[config.mk]
export PLATFORM = sky130hd
export DESIGN_NAME = apb_rtc_alarm_bank_flat
export DESIGN_NICKNAME = d
export VERILOG_FILES = /design/src/rtl/apb_rtc_alarm_bank_if.sv /design/src/rtl/apb_rtc_alarm_bank.sv /design/src/flat_wrapper.sv
export SDC_FILE = /design/constraint.sdc
export NUM_CORES = 1
export LEC_CHECK = 0
export BUFFER_PORTS_ARGS = -buffer_cell sky130_fd_sc_hd__clkbuf_2
export CORE_UTILIZATION = 35
export CTS_CLUSTER_DIAMETER = 200
export DETAILED_ROUTE_END_ITERATION = 8
export GPL_TIMING_DRIVEN = 0
export PLACE_DENSITY = 0.6
export SLEW_MARGIN = 20
export SYNTH_ARGS = -nofsm -noshare
export SYNTH_HDL_FRONTEND = slang
export SYNTH_SLANG_ARGS = --single-unit
[constraint.sdc]
create_clock -name i_clk -period 5.6 [get_ports i_clk]
set_input_delay 0.84 -clock i_clk [delete_from_list [all_inputs] [get_ports i_clk]]
set_output_delay 0.84 -clock i_clk [all_outputs]
set_load 0.02 [all_outputs]
[src/rtl/apb_rtc_alarm_bank_if.sv]
// APB slave bundle for the RTC alarm bank: request fields from the master,
// zero-wait-state response fields from the slave.
interface apb_rtc_alarm_bank_if;
   logic        psel;
   logic        penable;
   logic        pwrite;
   logic [7:0]  paddr;
   logic [31:0] pwdata;
   logic        pready;
   logic [31:0] prdata;
   logic        pslverr;

   modport master (
      output psel, penable, pwrite, paddr, pwdata,
      input  pready, prdata, pslverr
   );

   modport slave (
      input  psel, penable, pwrite, paddr, pwdata,
      output pready, prdata, pslverr
   );
endinterface

[src/rtl/apb_rtc_alarm_bank.sv]
// Seconds counter with a prescaler and NUM_ALARMS compare channels behind APB;
// sticky hit status, maskable level interrupt, one-shot or periodic channels.
module apb_rtc_alarm_bank #(
   parameter int NUM_ALARMS = 4,
   parameter int PRESCALE   = 100
) (
   input  logic                  i_clk,
   input  logic                  i_rst_n,
   apb_rtc_alarm_bank_if.slave   apb,
   output logic [NUM_ALARMS-1:0] o_alarm_hit,
   output logic                  o_irq
);

   localparam int PW        = $clog2(PRESCALE);
   localparam int LAST_WORD = 5 + 2 * (NUM_ALARMS - 1);

   logic                  run;
   logic                  irq_en;
   logic [31:0]           time_q;
   logic [PW-1:0]         presc;
   logic [NUM_ALARMS-1:0] status;
   logic [NUM_ALARMS-1:0] mask;
   logic [NUM_ALARMS-1:0] en;
   logic [NUM_ALARMS-1:0] periodic;
   logic [31:0]           cmp    [NUM_ALARMS];
   logic [15:0]           period [NUM_ALARMS];

   logic                  access;
   logic                  mapped;
   logic                  wr_en;
   logic [5:0]            word;
   logic                  wr_ctrl, wr_time, wr_status, wr_mask;
   logic [NUM_ALARMS-1:0] wr_cmp, wr_cfg, hit, reload;
   logic                  tick;
   logic [31:0]           time_inc;
   logic [31:0]           rd_mux;
   logic                  unused_ok;

   // Reset gates the access phase so a transfer in flight during reset is dropped.
   assign access    = apb.psel & apb.penable & i_rst_n;
   assign word      = apb.paddr[7:2];
   assign mapped    = (word <= 6'(LAST_WORD));
   assign wr_en     = access & apb.pwrite & mapped;
   assign wr_ctrl   = wr_en & (word == 6'd0);
   assign wr_time   = wr_en & (word == 6'd1);
   assign wr_status = wr_en & (word == 6'd2);
   assign wr_mask   = wr_en & (word == 6'd3);
   assign unused_ok = &{1'b0, apb.paddr[1:0]};

   assign tick     = run & (presc == PW'(PRESCALE - 1));
   assign time_inc = time_q + 32'd1;

   always_comb begin
      rd_mux = '0;
      wr_cmp = '0;
      wr_cfg = '0;
      hit    = '0;
      reload = '0;
      case (word)
         6'd0:    rd_mux = {30'd0, irq_en, run};
         6'd1:    rd_mux = time_q;
         6'd2:    rd_mux = 32'(status);
         6'd3:    rd_mux = 32'(mask);
         default: rd_mux = '0;
      endcase
      for (int i = 0; i < NUM_ALARMS; i++) begin
         wr_cmp[i] = wr_en & (word == 6'(4 + 2 * i));
         wr_cfg[i] = wr_en & (word == 6'(5 + 2 * i));
         // A software TIME write replaces the increment, so it cannot produce a hit.
         hit[i]    = tick & ~wr_time & en[i] & (time_inc == cmp[i]);
         reload[i] = periodic[i] & (period[i] != 16'd0);
         if (word == 6'(4 + 2 * i)) rd_mux = cmp[i];
         if (word == 6'(5 + 2 * i)) rd_mux = {period[i], 14'd0, periodic[i], en[i]};
      end
   end

   assign apb.pready  = access;
   assign apb.pslverr = access & ~mapped;
   assign apb.prdata  = (access & ~apb.pwrite) ? rd_mux : 32'd0;

   assign o_irq = irq_en & (|(status & mask));

   always_ff @(posedge i_clk) begin
      if (!i_rst_n) begin
         run         <= 1'b0;
         irq_en      <= 1'b0;
         time_q      <= '0;
         presc       <= '0;
         status      <= '0;
         mask        <= '0;
         en          <= '0;
         periodic    <= '0;
         o_alarm_hit <= '0;
         for (int i = 0; i < NUM_ALARMS; i++) begin
            cmp[i]    <= '0;
            period[i] <= '0;
         end
      end else begin
         o_alarm_hit <= hit;
         if (wr_ctrl) begin
            run    <= apb.pwdata[0];
            irq_en <= apb.pwdata[1];
         end
         if (wr_time) begin
            time_q <= apb.pwdata;
            presc  <= '0;
         end else if (run) begin
            presc <= tick ? '0 : presc + 1'b1;
            if (tick) time_q <= time_inc;
         end
         if (wr_mask) mask <= apb.pwdata[NUM_ALARMS-1:0];
         // New hits are OR-ed in after the W1C so a same-edge set wins.
         status <= (status & ~(wr_status ? apb.pwdata[NUM_ALARMS-1:0] : '0)) | hit;
         for (int i = 0; i < NUM_ALARMS; i++) begin
            if (wr_cmp[i])
               cmp[i] <= apb.pwdata;
            else if (hit[i] & reload[i])
               cmp[i] <= cmp[i] + 32'(period[i]);
            if (wr_cfg[i]) begin
               en[i]       <= apb.pwdata[0];
               periodic[i] <= apb.pwdata[1];
               period[i]   <= apb.pwdata[31:16];
            end else if (hit[i] & ~reload[i]) begin
               en[i] <= 1'b0;
            end
         end
      end
   end

endmodule

[src/flat_wrapper.sv]
// flat-port wrapper written by rule: the top's interface ports become plain ports
module apb_rtc_alarm_bank_flat 
#(
   parameter int NUM_ALARMS = 4,
   parameter int PRESCALE   = 100
)
  (i_clk, i_rst_n, o_alarm_hit, o_irq, apb_psel, apb_penable, apb_pwrite, apb_paddr, apb_pwdata, apb_pready, apb_prdata, apb_pslverr);
  apb_rtc_alarm_bank_if apb_i ();
  input  logic i_clk;
  input  logic i_rst_n;
  output logic [NUM_ALARMS-1:0] o_alarm_hit;
  output logic o_irq;
  input wire logic [$bits(apb_i.psel)-1:0] apb_psel;
  input wire logic [$bits(apb_i.penable)-1:0] apb_penable;
  input wire logic [$bits(apb_i.pwrite)-1:0] apb_pwrite;
  input wire logic [$bits(apb_i.paddr)-1:0] apb_paddr;
  input wire logic [$bits(apb_i.pwdata)-1:0] apb_pwdata;
  output wire logic [$bits(apb_i.pready)-1:0] apb_pready;
  output wire logic [$bits(apb_i.prdata)-1:0] apb_prdata;
  output wire logic [$bits(apb_i.pslverr)-1:0] apb_pslverr;
  assign apb_i.psel = apb_psel;
  assign apb_i.penable = apb_penable;
  assign apb_i.pwrite = apb_pwrite;
  assign apb_i.paddr = apb_paddr;
  assign apb_i.pwdata = apb_pwdata;
  assign apb_pready = apb_i.pready;
  assign apb_prdata = apb_i.prdata;
  assign apb_pslverr = apb_i.pslverr;
  apb_rtc_alarm_bank #(.NUM_ALARMS(NUM_ALARMS), .PRESCALE(PRESCALE)) u_core (.i_clk(i_clk), .i_rst_n(i_rst_n), .apb(apb_i), .o_alarm_hit(o_alarm_hit), .o_irq(o_irq));
endmodule
* Yosys cells after proc, flatten, opt, wreduce, memory -nomap -nowiden
Memory sizes are Yosys's and may differ from the RTL's. Cells that the tools add are included.
Word-level totals: flip-flop bits (word level) 61, memory bits (writable) 192, input bits 45, output and inout port bits 39, logic and storage cells 195, memories kept 2
Memories:
- u_core.cmp | depth 4, bits a word 32, read ports 4, clocked after memory_dff 0, write ports 4, line apb_rtc_alarm_bank.sv:25 | logic [31:0] cmp [NUM_ALARMS];
- u_core.period | depth 4, bits a word 16, read ports 4, clocked after memory_dff 0, write ports 4, line apb_rtc_alarm_bank.sv:26 | logic [15:0] period [NUM_ALARMS];
Cells by class: $add $sub $neg 6, $lt $le $gt $ge 1, equality and inequality tests 16, mux-type cells 76, bitwise gates (word level) 65, reductions and logical operators 14
Operators with widths (number):
- $mux 32 | 20
- $add 32x16->32 | 4
- $eq 32x32->1 | 4
- $pmux 32 s4 | 1
- $mux 16 | 4
- $reduce_bool 16->1 | 4
- $mux 1 | 49
- $and 1x1->1 | 41
- $add 32x1->32 const B | 1
- $eq 6x3->1 const B | 4
- $eq 6x4->1 const B | 4
- $eq 6x2->1 const B | 2
- $or 1x1->1 | 12
- $reduce_bool 2->1 | 6
- $and 4x4->4 | 2
- $not 1->1 | 8
- $add 7x1->7 const B | 1
- $eq 7x7->1 const B | 1
- $mux 7 | 1
- $eq 6x1->1 const B | 1
- $le 6x4->1 const B | 1
- $logic_not 6->1 | 1
- $mux 4 | 1
- $not 4->4 | 1
- 4 further kinds | 4

* Logic depth before layout (Yosys ltp)
depth after elaboration 15, gate-level depth with buffers 13, gate-level depth less buffers 11

* Worst setup path before layout
OpenSTA, ideal clock, no wires.
path type reg-to-reg, start point reg u_core.time_q[1], end point mem u_core.cmp[0][0], enable pin, setup time 395 ps, data arrival time 3864 ps, slack 1342 ps, stages on the path, launching flop included 12, path buffers 2, period minus slack after synthesis 4258 ps, cell sequence dfxtp_1 ha_1 nand4_2 nor3_1 nand3_2 xor2_1 xnor2_1 or4_1 or4b_1 buf_2 buf_2 nand3_1
RTL lines:
- start, declared | line apb_rtc_alarm_bank.sv:19 | logic [31:0] time_q;
- start signal, assigned | line apb_rtc_alarm_bank.sv:105 | time_q <= apb.pwdata;
- start signal, assigned | line apb_rtc_alarm_bank.sv:109 | if (tick) time_q <= time_inc;
- end, declared | line apb_rtc_alarm_bank.sv:25

==> metrics.cfg <==
[drt]
num_vias=21790
vias_per_cell=6.549
drt.antenna.violating_nets=0
wirelength_um=109800
drc=4
drt_iter0_drc=3064
wl_per_cell_um=33.02
first_pass_iters=9

[clock_tree]
clock_latency_ns=0.57
cts_htree_levels=2
cts_buffers=34
cts_buffer_depth=3
root_buffer=clkbuf_16
cts_sinks=253
cts_tree=yes
path_clk_slew_ns=0.06

[pwr]
p_sw_mw=1.622
ir_worst_vdd_uv=219.2
p_leak_nw=8.291
netSwitchingFraction=0.3033
fin_total_pwr_mw=5.349
p_comb_frac=0.155
seq_power_share=0.415
p_per_area_nw_per_um2=224.9
power.internal_mw=3.727
clock_power_share=0.430

[synth]
synth.distinct_cells=87
ys_seq_area_frac=0.3315
synth_top_flop_cell=edfxtp_1
syn_inst=2415
postSynthRegisterBits=253
syn-num-nets=2530
synth_area_um2=21080
ys_async_sr_fraction=0
synth_edf_count=192
yosys_warnings=0
syn_area_per_cell_um2=8.727

[floorplanning]
core_um2=59240
dieHeight_um=247.4
rows=89
dieArea_um2=61200
die_x_um=247.4
ios=84
initial_core_util=0.3557

[global_routing]
track_usage=0.3540
grt_pass1_wl_um=151400
overflow=0
grt_pass1_vias=19630
antenna_found_initial=7
grt_max_degree=29

[outcome]
violations=design-rule violations
status=complete, but fails checks

[sta]
hold_violations=0
slew_headroom=0.1619
fin_crit_ns=5.577
rsz0062_at_grt=no
setup_slack_ns=0.02327
finalClockSkew_ns=0.02981
worst_slew_pin_slew_ns=1.247
setup_violations=0
fmax_mhz=179.3
fin_crit_sh=0.9958
final_max_slew_viol_count=0

[place]
io_buffers=64
place_area_um2=22550
place_hpwl_um=85590
place_ws_ns=-1.167
gp_congestion=1.066
dp_cells=3261

[worst_setup_path]
critPathCaptureType=register
crit_type=register to register
worstSetupStartpoint=u_core.time_q[18]$_SDFFE_PN0P_
critPathRequiredTime_ns=5.83
crit_arrival_ns=5.81
r2r-start=u_core.time_q[18]$_SDFFE_PN0P_
crit_fanout=28
start_kind=register

[final_layout]
final_layout_size_suffix_gt1_frac=0.09639
fin_nets=2641
multi_input_area_um2=13150
final_cell_area_um2=23780
final_cells=3327
syn_to_final_growth_pct=12.83
register_area_um2=6987
n_fill_cell=6032

[worst_hold_path]
hp-start=u_core.status[3]$_SDFF_PN0_
hp-class=register to register

[flow_run]
maxCapViolCount=0

-- metal layers --
| layer | global-route usage | wire (µm) | up-vias |
|---|---|---|---|
| li1 | - | - | 9350 |
| met1 | 0.4917 | 45690 | 10760 |
| met2 | 0.5219 | 46290 | 1390 |
| met3 | 0.05644 | 10610 | 280 |
| met4 | 0.1958 | 7226 | 4 |
| met5 | 0 | 27 | - |
-- power groups by stage --
| stage | Combinational, mW | Sequential, mW | Clock (mW) |
|---|---|---|---|
| floorplan | 0.519 | 2.18 | 0 |
| global placement | 0.773 | 2.26 | 0 |
| detailed placement | 0.796 | 2.25 | 0 |
| CTS | 0.802 | 2.22 | 2.31 |
| global route | 0.876 | 2.22 | 2.38 |
| finish | 0.828 | 2.22 | 2.30 |
-- layout by cell type, fill, tap and decap left out, drive strengths merged, types with 20 or more instances in the layout --
master,count
a22o,31
nand2,233
a21o,21
a222oi,21
a21oi,100
inv,77
nand2b,20
dfxtp,61
mux2i,25
a211oi,49
a22oi,61
and2,45
xnor2,141
o31ai,45
edfxtp,192
nor2,165
nor4,58
nor3,80
a31oi,27
and3,67
xnor3,28
nand3,74
clkbuf,229
xor2,83
nand4,74
o21ai,149
ha,66
buf,77
-- stage by stage --
| step | hold WS (ns) | utilization | TNS [ns] |
|---|---|---|---|
| after detailed placement | 0.4762 | 0.3807 | -34.31 |
| after CTS | 0.4839 | 0.4006 | 0 |
| after floorplan | 0.4453 | - | 0 |
| after global routing | 0.5202 | 0.4013 | 0 |
| after global placement | 0.4689 | 0.3775 | -169.80 |
| final | 0.4855 | 0.4014 | 0 |
-- worst max-delay path, stage by stage (launching register included) --
cell	delay, ns
dfxtp_1	0.31
buf_2	0.37
nand4_2	0.42
nor2_2	0.56
a31oi_1	0.33
a2111oi_2	0.79
nand4_1	0.26
or4_1	0.83
nor4_4	0.71
or3_2	0.36
buf_12	0.23
-- path summary, 6_finish.rpt --
kind / to / slack [ns] / depth (start not counted)
worst min-delay path: u_core.status[3]$_SDFF_PN0_ / 0.49 / 2
worst max register to register: u_core.cmp[0][92]$_SDFFCE_PN0P_ / 0.02 / 10
worst min register to register: u_core.status[3]$_SDFF_PN0_ / 0.49 / 2
worst max-delay path: u_core.cmp[0][92]$_SDFFCE_PN0P_ / 0.02 / 10
-- state kept, by name (all words and copies together), names as in the netlist, 7 cells and up --
| name | cells |
|---|---|
| u_core.presc | 7 |
| u_core.period | 64 |
| u_core.cmp | 128 |
| u_core.time_q | 32 |
-- repair_timing --
action / in CTS / in global routing
pin swaps: 1 / 0
endpoints found under the setup margin: 57 / 110
cloned: 0 / 0
hold buffers: 0 / 0
setup buffers: 1 / 1
gates resized for setup: 5 / 4
-- area by class of cell --
class	instances	share of cell area
multi-input combinational	1902	0.5531
buffer	182	0.03294
clock buffer	49	0.04252
antenna	2	0.0002105
timing repair buffer	75	0.01878
tap	773	0.04067
inverter	78	0.01231
clock inverter	13	0.005683
sequential	253	0.2938
-- cell usage after synthesis, types with 27 or more instances --
cell type | number | share of area
and2_1 | 45 | 0.013
clkbuf_1 | 114 | 0.020
a31oi_1 | 27 | 0.0080
a22oi_1 | 61 | 0.022
o21ai_1 | 59 | 0.014
nor2_1 | 164 | 0.029
o31ai_1 | 43 | 0.015
ha_1 | 66 | 0.039
edfxtp_1 | 192 | 0.27
inv_1 | 74 | 0.013
xnor3_1 | 28 | 0.030
buf_1 | 30 | 0.0053
buf_2 | 30 | 0.0071
nand3_1 | 71 | 0.017
nand4_1 | 67 | 0.020
xnor2_1 | 141 | 0.059
o21ai_0 | 90 | 0.021
and3_1 | 67 | 0.020
nor3_1 | 75 | 0.018
xor2_1 | 83 | 0.034
a21oi_1 | 100 | 0.024
a211oi_1 | 49 | 0.017
a22o_1 | 31 | 0.013
dfxtp_1 | 61 | 0.058
nand2_1 | 231 | 0.041
nor4_1 | 52 | 0.015
-- cell families (layout without fill, tap and decap cells) --
| logic type | count (synthesis) | count (layout) | synth area share |
|---|---|---|---|
| AOI/OAI and AO/OA | 638 | 638 | 0.2081 |
| xor gates and xnor gates | 253 | 253 | 0.1241 |
| adders and majority gates | 70 | 70 | 0.04298 |
| buffers and inverters | 260 | 397 | 0.05023 |
| DFF | 253 | 253 | 0.3315 |
| muxes | 27 | 27 | 0.01401 |
| other | 0 | 2 | 0 |
| and+or+nand+nor | 914 | 914 | 0.2290 |
Note: power is estimated with default switching activity, not from simulation.
